`src/rtl/seq_matcher_pkg.sv`:
```
// Shared types, mode encodings and helpers for the programmable sequence matcher.
package seq_matcher_pkg;

  typedef enum logic [1:0] {
    UNCFG = 2'd0,
    ARMED = 2'd1,
    ERR   = 2'd2
  } sm_state_e;

  localparam logic OVERLAP     = 1'b1;
  localparam logic NON_OVERLAP = 1'b0;

  // Widest pattern the matcher can ever be built for; callers slice the result.
  localparam int unsigned LEN_MASK_W = 64;

  // Thermometer mask with bits [len-1:0] set.
  function automatic logic [LEN_MASK_W-1:0] len_mask(input int unsigned len);
    logic [LEN_MASK_W-1:0] m;
    m = '0;
    for (int unsigned i = 0; i < LEN_MASK_W; i++) begin
      m[i] = (i < len);
    end
    return m;
  endfunction

endpackage

```
`src/rtl/seq_match_cmp.sv`:
```
// Masked comparator: history equals pattern on every cared-for bit below len.
module seq_match_cmp
  import seq_matcher_pkg::*;
#(
  parameter int unsigned MAX_LEN = 16,
  parameter int unsigned LEN_W   = $clog2(MAX_LEN + 1)
) (
  input  logic [MAX_LEN-1:0] hist_next,
  input  logic [MAX_LEN-1:0] pattern,
  input  logic [MAX_LEN-1:0] mask,
  input  logic [LEN_W-1:0]   len,
  output logic               eq
);

  logic [MAX_LEN-1:0] lenmask;

  // Bits outside the pattern length or masked off never cause a mismatch.
  always_comb begin
    lenmask = MAX_LEN'(len_mask(32'(len)));
    eq      = ((hist_next ^ pattern) & mask & lenmask) == '0;
  end

endmodule

```
`src/rtl/seq_matcher.sv`:
```
// Programmable serial pattern detector with masked compare and saturating match count.
module seq_matcher
  import seq_matcher_pkg::*;
#(
  parameter int unsigned MAX_LEN = 16,
  parameter int unsigned CNT_W   = 16,
  parameter int unsigned LEN_W   = $clog2(MAX_LEN + 1)
) (
  input  logic               clk,
  input  logic               reset_n,
  input  logic               cfg_load,
  input  logic [MAX_LEN-1:0] cfg_pattern,
  input  logic [MAX_LEN-1:0] cfg_mask,
  input  logic [LEN_W-1:0]   cfg_len,
  input  logic               cfg_overlap,
  input  logic               in_valid,
  input  logic               d_in,
  input  logic               cnt_clr,
  output logic               match,
  output logic [CNT_W-1:0]   match_count,
  output logic               armed,
  output logic               cfg_err
);

  sm_state_e          state_q, state_d;
  logic [MAX_LEN-1:0] pattern_q, pattern_d;
  logic [MAX_LEN-1:0] mask_q, mask_d;
  logic [LEN_W-1:0]   len_q, len_d;
  logic               mode_q, mode_d;
  // Only MAX_LEN-1 past bits matter; the incoming bit completes the window.
  logic [MAX_LEN-2:0] hist_q, hist_d;
  logic [LEN_W-1:0]   fill_q, fill_d;
  logic               match_q, match_d;
  logic [CNT_W-1:0]   count_q, count_d;
  logic               armed_q, armed_d;
  logic               err_q, err_d;

  logic [MAX_LEN-1:0] hist_next;
  logic [LEN_W-1:0]   fill_next;
  logic               eq;
  logic               len_ok;
  logic               hit;

  assign hist_next = {hist_q, d_in};
  assign fill_next = (fill_q < len_q) ? fill_q + LEN_W'(1) : fill_q;
  assign len_ok    = (cfg_len != '0) && (cfg_len <= LEN_W'(MAX_LEN));

  seq_match_cmp #(
    .MAX_LEN (MAX_LEN),
    .LEN_W   (LEN_W)
  ) u_cmp (
    .hist_next (hist_next),
    .pattern   (pattern_q),
    .mask      (mask_q),
    .len       (len_q),
    .eq        (eq)
  );

  // Next-state: a load overrides everything; otherwise shift, evaluate and count.
  always_comb begin
    state_d   = state_q;
    pattern_d = pattern_q;
    mask_d    = mask_q;
    len_d     = len_q;
    mode_d    = mode_q;
    hist_d    = hist_q;
    fill_d    = fill_q;
    match_d   = 1'b0;
    count_d   = count_q;
    armed_d   = armed_q;
    err_d     = err_q;
    hit       = 1'b0;

    if (cfg_load) begin
      pattern_d = cfg_pattern;
      mask_d    = cfg_mask;
      len_d     = cfg_len;
      mode_d    = cfg_overlap ? OVERLAP : NON_OVERLAP;
      state_d   = len_ok ? ARMED : ERR;
      armed_d   = len_ok;
      err_d     = !len_ok;
      hist_d    = '0;
      fill_d    = '0;
      count_d   = '0;
    end else begin
      if ((state_q == ARMED) && in_valid) begin
        hist_d = hist_next[MAX_LEN-2:0];
        fill_d = fill_next;
        hit    = (fill_next == len_q) && eq;
        // Non-overlapping mode demands a full fresh window after each match.
        if (hit && (mode_q == NON_OVERLAP)) begin
          fill_d = '0;
        end
      end
      match_d = hit;
      if (cnt_clr) begin
        count_d = '0;
      end else if (hit && (count_q != '1)) begin
        count_d = count_q + CNT_W'(1);
      end
    end
  end

  // State and datapath registers with synchronous active-low reset.
  always_ff @(posedge clk) begin
    if (!reset_n) begin
      state_q   <= UNCFG;
      pattern_q <= '0;
      mask_q    <= '0;
      len_q     <= '0;
      mode_q    <= NON_OVERLAP;
      hist_q    <= '0;
      fill_q    <= '0;
      match_q   <= 1'b0;
      count_q   <= '0;
      armed_q   <= 1'b0;
      err_q     <= 1'b0;
    end else begin
      state_q   <= state_d;
      pattern_q <= pattern_d;
      mask_q    <= mask_d;
      len_q     <= len_d;
      mode_q    <= mode_d;
      hist_q    <= hist_d;
      fill_q    <= fill_d;
      match_q   <= match_d;
      count_q   <= count_d;
      armed_q   <= armed_d;
      err_q     <= err_d;
    end
  end

  assign match       = match_q;
  assign match_count = count_q;
  assign armed       = armed_q;
  assign cfg_err     = err_q;

endmodule
```
`config.mk`:
```
export PLATFORM = sky130hd
export DESIGN_NAME = seq_matcher
export DESIGN_NICKNAME = d
export VERILOG_FILES = /design/src/rtl/seq_matcher_pkg.sv /design/src/rtl/seq_match_cmp.sv /design/src/rtl/seq_matcher.sv
export SDC_FILE = /design/constraint.sdc
export NUM_CORES = 1
export LEC_CHECK = 0
export CAP_MARGIN = 5
export CORE_MARGIN = 2
export CORE_UTILIZATION = 48
export CTS_CLUSTER_DIAMETER = 200
export DETAILED_ROUTE_END_ITERATION = 16
export PLACE_DENSITY = 0.84
export SLEW_MARGIN = 20
export SYNTH_ARGS = -nofsm -noshare
export SYNTH_HDL_FRONTEND = slang
export SYNTH_HIERARCHICAL = 1
export SYNTH_SLANG_ARGS = --single-unit
```
`constraint.sdc`:
```
create_clock -name clk -period 2.9 [get_ports clk]
set_input_delay 0.29 -clock clk [delete_from_list [all_inputs] [get_ports clk]]
set_output_delay 0.29 -clock clk [all_outputs]
set_load 0.02 [all_outputs]
```
# Yosys cells after proc, flatten, opt, wreduce, memory -nomap -nowiden

Index checks and enable logic that the tools add are counted.

Register bits: 79
Output and inout port bits: 19
Word-level logic and storage cells: 55

$add $sub $neg: 2
Magnitude comparators: 18
Eq/ne operators: 3
Multiplexer cells: 6
Bitwise logic cells: 5
Reduce and logical (&&, ||, !) cells: 10

Operators by type and width:

| kind                                                       | count |
|---|---|
| less-than comparator 4 x 5 -> 1 bit (first input constant) | 8 |
| AND 16 bit                                                 | 2 |
| less-than comparator 3 x 5 -> 1 bit (first input constant) | 4 |
| adder 16 x 1 -> 16 bit (second input constant)             | 1 |
| zero test 16 bit                                           | 1 |
| inequality test 16 bit (second input constant)             | 1 |
| bitwise XOR 16 bit                                         | 1 |
| less-than comparator 1 x 5 -> 1 bit (first input constant) | 2 |
| less-than comparator 2 x 5 -> 1 bit (first input constant) | 2 |
| two-way mux 5 bit                                          | 2 |
| adder 5 x 1 -> 5 bit (second input constant)               | 1 |
| == test 5 bit                                              | 1 |
| less-or-equal comparator 5 bit (second input constant)     | 1 |
| logical AND 1 bit                                          | 5 |
| less-than comparator 5 bit                                 | 1 |
| nonzero test 5 bit                                         | 1 |
| two-way mux 1 bit                                          | 3 |
| OR reduction 3 bit                                         | 1 |
| == test 2 x 1 -> 1 bit (second input constant)             | 1 |
| two-way mux 2 bit                                          | 1 |
| inverter 1 bit                                             | 2 |
| OR reduction 2 bit                                         | 1 |
| zero test 1 bit                                            | 1 |

# Logic depth before layout (Yosys ltp)

Gate-level depths: netlist of the first run.

Word-level depth: 8
Depth in mapped cells: 13

# Hierarchy

Netlist of the first run, hierarchy kept.

Modules (own cells, without submodules):

| module        | times used | cells an instance | area each (um2) | seq. area each (um2) |
|---|---|---|---|---|
| seq_matcher   | 1          | 374               | 3400.8          | 1541.5 |
| seq_match_cmp | 1          | 62                | 437.9           | 0.0 |

# Least setup slack after synthesis of the first run

No wires, ideal clock.

Kind: register to register
Start point: register len_q[4]
End point: register count_q[4] (netlist: match_count[4])
Library setup time: 70 ps
Arrival time: 2995 ps
Data required time: 2830 ps
Slack: -165 ps
Stages on the path, launching flop included: 12
Buffers on the path: 1
Cell sequence: dfxtp_1 > buf_6 > or4_4 > o211ai_2 > o21ai_1 > a2111o_1 > nor4_2 > nand3_1 > nor4_4 > nand3_2 > or4_1 > a21oi_1

Cells in the longest elaborated chain, start to end: 7

Ends and longest elaborated chain:

| element                                                     | line                  | text |
|---|---|---|
| start: declaration                                          | seq_matcher.sv:28     | `logic [LEN_W-1:0] len_q, len_d;` |
| start signal: assignment                                    | seq_matcher.sv:122    | `len_q <= len_d;` |
| less-than comparator 1 x 5 -> 1 bit (tied with other cells) | seq_matcher_pkg.sv:21 | `m[i] = (i < len);` |
| AND 16 bit *                                                | seq_match_cmp.sv:20   | `eq = ((hist_next ^ pattern) & mask & lenmask) == '0;` |
| zero test 16 bit *                                          | seq_match_cmp.sv:20   |  |
| via eq                                                      | seq_matcher.sv:40     | `logic eq;` |
| logical AND 1 bit *                                         | seq_matcher.sv:89     | `hit = (fill_next == len_q) && eq;` |
| two-way mux 1 bit *                                         | seq_matcher.sv:86     | `if ((state_q == ARMED) && in_valid) begin` |
| two-way mux 1 bit *                                         | seq_matcher.sv:74     | `if (cfg_load) begin` |
| logical AND 1 bit *                                         | seq_matcher.sv:98     | `end else if (hit && (count_q != '1)) begin` |
| end signal: assignment                                      | seq_matcher.sv:127    | `count_q <= count_d;` |
| end: declaration                                            | seq_matcher.sv:34     | `logic [CNT_W-1:0] count_q, count_d;` |

The timed path passes the listed nets; every way through them passes the cells marked *. The select of a mux whose other input is x is not followed.
A chain may end at the register's enable or synchronous reset.

# Worst setup path in the final report of the first run

Start point: register len_q[3]
End point: register fill_q[1]

Cells in the longest elaborated chain, start to end: 6

Ends and longest elaborated chain:

| element                                                     | line                  | text |
|---|---|---|
| less-than comparator 1 x 5 -> 1 bit (tied with other cells) | seq_matcher_pkg.sv:21 |  |
| AND 16 bit *                                                | seq_match_cmp.sv:20   |  |
| zero test 16 bit *                                          | seq_match_cmp.sv:20   |  |
| via eq                                                      | seq_matcher.sv:40     |  |
| logical AND 1 bit *                                         | seq_matcher.sv:89     |  |
| logical AND 1 bit *                                         | seq_matcher.sv:91     | `if (hit && (mode_q == NON_OVERLAP)) begin` |
| two-way mux 5 bit *                                         | seq_matcher.sv:91     |  |
| end signal: assignment                                      | seq_matcher.sv:125    | `fill_q <= fill_d;` |
| end: declaration                                            | seq_matcher.sv:32     | `logic [LEN_W-1:0] fill_q, fill_d;` |

The timed path passes the listed nets; every way through them passes the cells marked *.

==> results.yml, run 1 <==
status:
  status: "complete, but fails checks"
  violations: "negative setup slack"
critical_path:
  worstPathArrival_ps: 3300
  max_stage_delay_ps: 440
  slowest_stage: "a2111o_1"
  cp_max_fo: 7
  path_cells: "buf_4, or2_1, nand3_1, nand4_1, a2111o_1, nor4_2, nand3_1, nor4_4, buf_4, nand3b_1, and3_2, a32o_1"
  worstSetupPathType: "flop to flop"
  r2r_cells: 12
  end_kind: "flop"
  r2r_end: "fill_q[1]"
  required_ps: 3150
  crit_path_start_kind: "flop"
  reg2reg_from: "len_q[3]"
  r2r_setup_slack_ps: -150
detailed_routing:
  vias: 3738
  ant_nets: 0
  wl_per_cell_um: 16.5
  dr.pass1.iters: 7
  drtIter0Drc: 233
  drt-vias-per-instance: 5.85
  routed_wirelength_mm: 10.6
  drc: 0
place:
  io_buffers: 62
  place_ws_ps: -236
  hpwl_mm: 7.01
  place.gp.congestion: 0.852
timing:
  hold_ws_ps: 482
  finalClockSkew_ps: 14.4
  hold_violations: 0
  max_freq_ghz: 0.327
  grt_setup_unrepaired: "yes"
  drv_slew: 0
  setup_ws_ps: -154
  post-route-min-period_ps: 3050
  period_share_pct: 105
  finalSetupViolCount: 20
  maxSlewHeadroom_pct: 54.1
  tightest_slew_ps: 689
synth:
  avgSynthCellArea_um2: 8.80
  postSynthCellCount: 436
  ys_top_cells_by_area: "dfxtp_1, mux2i_1, nor2b_1"
  syn_area_um2: 3840
  synth.most_common_cell: "dfxtp_1"
  ys.flop_type: "dfxtp_1"
  ys_seq_area_share_pct: 40.2
  synth_top_area_cell: "dfxtp_1"
  synthDistinctLibCells: 52
  yosys_warnings: 6
  synth_common_cells: "dfxtp_1, nand2_1, nor2b_1"
  yosys.area.top_type_share_pct: 40.2
  synthArstFlopShare_pct: 0
  synth_edf_count: 0
  synth_seq_cells: 77
  syn_nets: 486
cts:
  numClockSinks: 77
  cts-root-buf: "clkbuf_8"
  cts_inserted_buffers: 9
  cts_hold_buf: 0
  clock_latency_ps: 360
  clk_pin_slew_ps: 90
  htreeDepth: 3
  cts_tree: "yes"
  cts_buffer_depth: 2
grt:
  antenna_found_initial: 0
  grtUsageTotal_pct: 24.2
  grt_remaining_overflow: 0
  grt_max_degree: 42
  grt_pass1_vias: 3542
  grt_pass1_wl_mm: 16.8
floorplanning:
  die_w_um: 93.4
  start_util_pct: 49.7
  die_area_um2: 8730
  rows: 32
  core_um2: 7730
  dieHeight_um: 93.4
  io_pins: 63
finish:
  syn2layout_area_growth_pct: 33.3
  antenna_cells: 0
  drive_gt1_share_pct: 16.4
  utilization_pct: 66.2
  nNetsFinal: 582
power:
  peakVddDrop_uv: 255
  p_leak_uw: 0.00200
  power_density_nw_per_um2: 452
worst_hold_path:
  hold_end: "hist_q[10]"
  holdCritStartpoint: "hist_q[9]"
  hold_class: "flop to flop"
  hold_depth: 2
run:
  maxCapViolations: 0
## cells in the final DEF (no fill, tap or decap), types with 5 or more instances in the layout
master	instances
nand2_1	48
or3_1	10
o2bb2ai_1	5
nand4_1	6
nand2b_1	6
nor2_1	9
a21oi_1	35
nor3_1	6
inv_1	10
nand3_1	17
o21ai_0	11
xor2_1	19
mux2i_1	38
ha_1	6
dfxtp_1	75
and3_1	6
clkbuf_8	9
o31ai_1	5
clkdlybuf4s50_1	61
nor2b_1	41
buf_4	44
## cell families after synthesis
family / count (synthesis) / synth area share, %
AND/OR/NAND/NOR: 169 / 24.2
adder cells (fa/ha/maj): 6 / 1.96
AO/OA/AOI/OAI: 90 / 15.2
flip-flops: 77 / 40.2
multiplexers: 38 / 9.91
XOR/XNOR: 22 / 5.02
buffers and inverters: 34 / 3.59
## worst max path at each step
stage	startpoint	end	slack (ps)	cells past startpoint
finish	len_q[3]	fill_q[1]	-150	12
global route	len_q[4]	match_count[2]	-260	12
CTS	len_q[4]	match_count[2]	-90	12
detailed placement	len_q[4]	match_count[15]	-240	12
global placement	len_q[4]	match_count[15]	-130	12
floorplan	len_q[2]	match_count[4]	20	10
## area by class of cell
type	count	area (um^2)
fill	588	2610
multi-input combinational	326	2240
sequential	77	1540
timing repair buffer	108	968
tap	102	128
clock buffer	9	124
clock inverter	7	72.6
inverter	10	37.5
## flip-flops by register name, indices dropped and copies added (netlist names)
signal,count
mask_q,16
mode_q,1
len_q,5
state_q,2
fill_q,5
hist_q,15
match,1
match_count,16
pattern_q,16
## metrics by stage
step	std cells	instance area, um^2	setup TNS [ps]	power, uW
2_1_floorplan	436	3840	0	1310
3_3_place_gp	615	4770	-1170	1450
3_5_place_dp	615	4770	-2550	1460
4_1_cts	638	5090	-499	2300
5_1_grt	639	5120	-4020	2390
6_report	639	5120	-1750	2310
## repair_timing
item,4_1_cts,5_1_grt
buffers inserted,6,1
pin swaps,10,3
setup endpoints to repair,21,21
gates cloned,1,0
resized for setup,14,6
## layer usage
metal	routed length, um	track usage (%)	vias up
met5	0	0	-
met2	5030	40.5	178
met4	327	7.84	0
met3	664	4.75	41
li1	-	-	1750
met1	4540	31.3	1769
## critical path, delay by kind of cell, from the launching register on
family,cells,cell delay (ps)
simple gates,8,1540
compound gates,2,700
flops,1,360
buf+inv,2,360
## power by group
group / switching, uW / total (uW) / leakage, uW / internal (uW)
clock network: 432 / 832 / 0.0000960 / 400
registers: 28.5 / 1120 / 0.000629 / 1090
logic: 166 / 361 / 0.00128 / 195
total: 626 / 2310 / 0.00200 / 1690
(Power assumes the default switching activity.)
==> inputs of run 2 (changes only) <==
- CTS_CLUSTER_SIZE: unset -> 12
==> results of run 2 <==
The final DEF is identical to that of run 1; final timing and power are the same.
==> inputs of run 3 (changes only) <==
- CORE_UTILIZATION: 48 -> 35
- CTS_CLUSTER_SIZE: 12 -> 20
- PLACE_DENSITY: 0.84 -> 0.66
==> run 3 against run 2 <==
  * The run still ends with negative setup slack left
  * Routed wire length is 4.1% lower
  * Register-to-register slack better by 70 ps
  * Clock-buffer cell count is 2 higher
  * Utilization decreased by 18 points
  * Total power down 0.95%
  * Sequential cell count is the same
  * Largest power group unchanged
==> results.yml, run 3 (same netlist as run 1, synthesis figures left out) <==
cts:
  clk_pin_slew_ps: 80
  clock_latency_ps: 350
  cts_hold_buf: 0
  cts_buffer_depth: 2
  numClockSinks: 77
  cts-root-buf: "clkbuf_8"
  htreeDepth: 3
  cts_tree: "yes"
  cts_inserted_buffers: 9
status:
  violations: "negative setup slack"
  status: "complete, but fails checks"
detailed_routing:
  ant_nets: 0
  routed_wirelength_mm: 10.1
  drt-vias-per-instance: 5.16
  drc: 0
  wl_per_cell_um: 15.1
  dr.pass1.iters: 5
  drtIter0Drc: 163
  vias: 3470
timing:
  tightest_slew_ps: 658
  maxSlewHeadroom_pct: 56.1
  hold_violations: 0
  grt_setup_unrepaired: "yes"
  finalSetupViolCount: 13
  drv_slew: 0
  max_freq_ghz: 0.335
  post-route-min-period_ps: 2990
  setup_ws_ps: -86.2
  fin_setup_tns_ps: -664
  hold_ws_ps: 428
  finalClockSkew_ps: 8.52
  period_share_pct: 103
critical_path:
  startpoint: "len_q[3]"
  worstPathArrival_ps: 3230
  r2r_end: "fill_q[1]"
  slowest_stage: "or4_4"
  crit_path_start_kind: "flop"
  reg2reg_from: "len_q[3]"
  r2r_setup_slack_ps: -90
  r2r_cells: 11
  required_ps: 3150
  end_kind: "flop"
  cp_max_fo: 6
  worstSetupPathType: "flop to flop"
  max_stage_delay_ps: 520
  cp-endpoint: "fill_q[1]"
  path_cells: "or4_4, o211ai_2, o21ai_1, a2111o_1, nor4_2, nand3_1, nor4_4, buf_4, nand3b_1, and3_1, a32o_1"
power:
  p_leak_uw: 0.00199
  power_density_nw_per_um2: 444
  peakVddDrop_uv: 215
finish:
  syn2layout_area_growth_pct: 34.4
  utilization_pct: 47.8
  final_cells: 673
  nFillCells: 1016
  stdcell_area_um2: 5160
  multi_input_area_um2: 2250
  nNetsFinal: 578
  regArea_um2: 1550
  layout_common_cells: "dfxtp_1, clkdlybuf4s50_1, nand2_1, nor2b_1"
  drive_gt1_share_pct: 15.2
  final_common_cell: "dfxtp_1"
  antenna_cells: 0
worst_hold_path:
  hold_class: "primary input to flop"
  holdCritStartpoint: "cfg_load"
place:
  dp_cells: 650
  postPlaceCellArea_um2: 4800
  io_buffers: 62
  hpwl_mm: 7.16
  place.gp.congestion: 0.900
grt:
  grtUsageTotal_pct: 18.2
  grt_remaining_overflow: 0
  grt_pass1_wl_mm: 16.8
  grt_pass1_vias: 3369
  antenna_found_initial: 0
  grt_max_degree: 42
floorplanning:
  io_pins: 63
  die_area_um2: 11800
  start_util_pct: 35.6
  core_um2: 10800
  die_w_um: 109
  rows: 38
  dieHeight_um: 109
run:
  maxCapViolations: 0
run 3: worst min path at each step:
stage,endpoint,slack [ps],depth (start not counted)
2_1_floorplan,hist_q[0],430,2
3_3_place_gp,hist_q[10],470,2
3_5_place_dp,hist_q[11],470,2
4_1_cts,len_q[3],410,3
5_1_grt,len_q[1],400,3
6_report,len_q[3],430,3
run 3: worst max-delay path: cells and delay by family, from the launching register on:
family	cells	cell delay (ps)
buffers and inverters	1	190
AO/OA/AOI/OAI	4	800
AND/OR/NAND/NOR	6	1520
flip-flops	1	370
run 3: cell type report:
type / instances / share of cell area [%]
well taps: 140 / 3.40
multi-input cells: 326 / 43.6
inverters: 10 / 0.728
clock inverters: 5 / 1.16
clock buffers: 11 / 2.74
repair buffers: 104 / 18.3
flip-flops and latches: 77 / 30.0
run 3: stage by stage:
step / power [uW] / setup slack (ps)
after global placement: 1460 / -105
after detailed placement: 1460 / -207
after floorplan: 1310 / 15.9
final: 2290 / -86.2
after global routing: 2400 / -264
after CTS: 2310 / -67.0
run 3: layer usage:
metal  part of all wire (%)  track usage [%]  vias to the layer above
met5                      0                0                        -
met4                    1.5             5.77                        0
met3                    5.9             5.32                       13
met2                     45             27.4                      100
met1                     48             25.2                     1616
li1                       -                -                     1741
run 3: repair_timing:
item                       CTS  global route
setup buffers                6             0
resized for setup           15            10
pin swaps                   16             5
cloned                       1             0
setup endpoints to repair   17            21
run 3: where the power goes:
group | internal (uW) | switching (uW)
sequential | 1090 | 28.0
combinational | 185 | 157
clock | 423 | 407
total | 1700 | 592
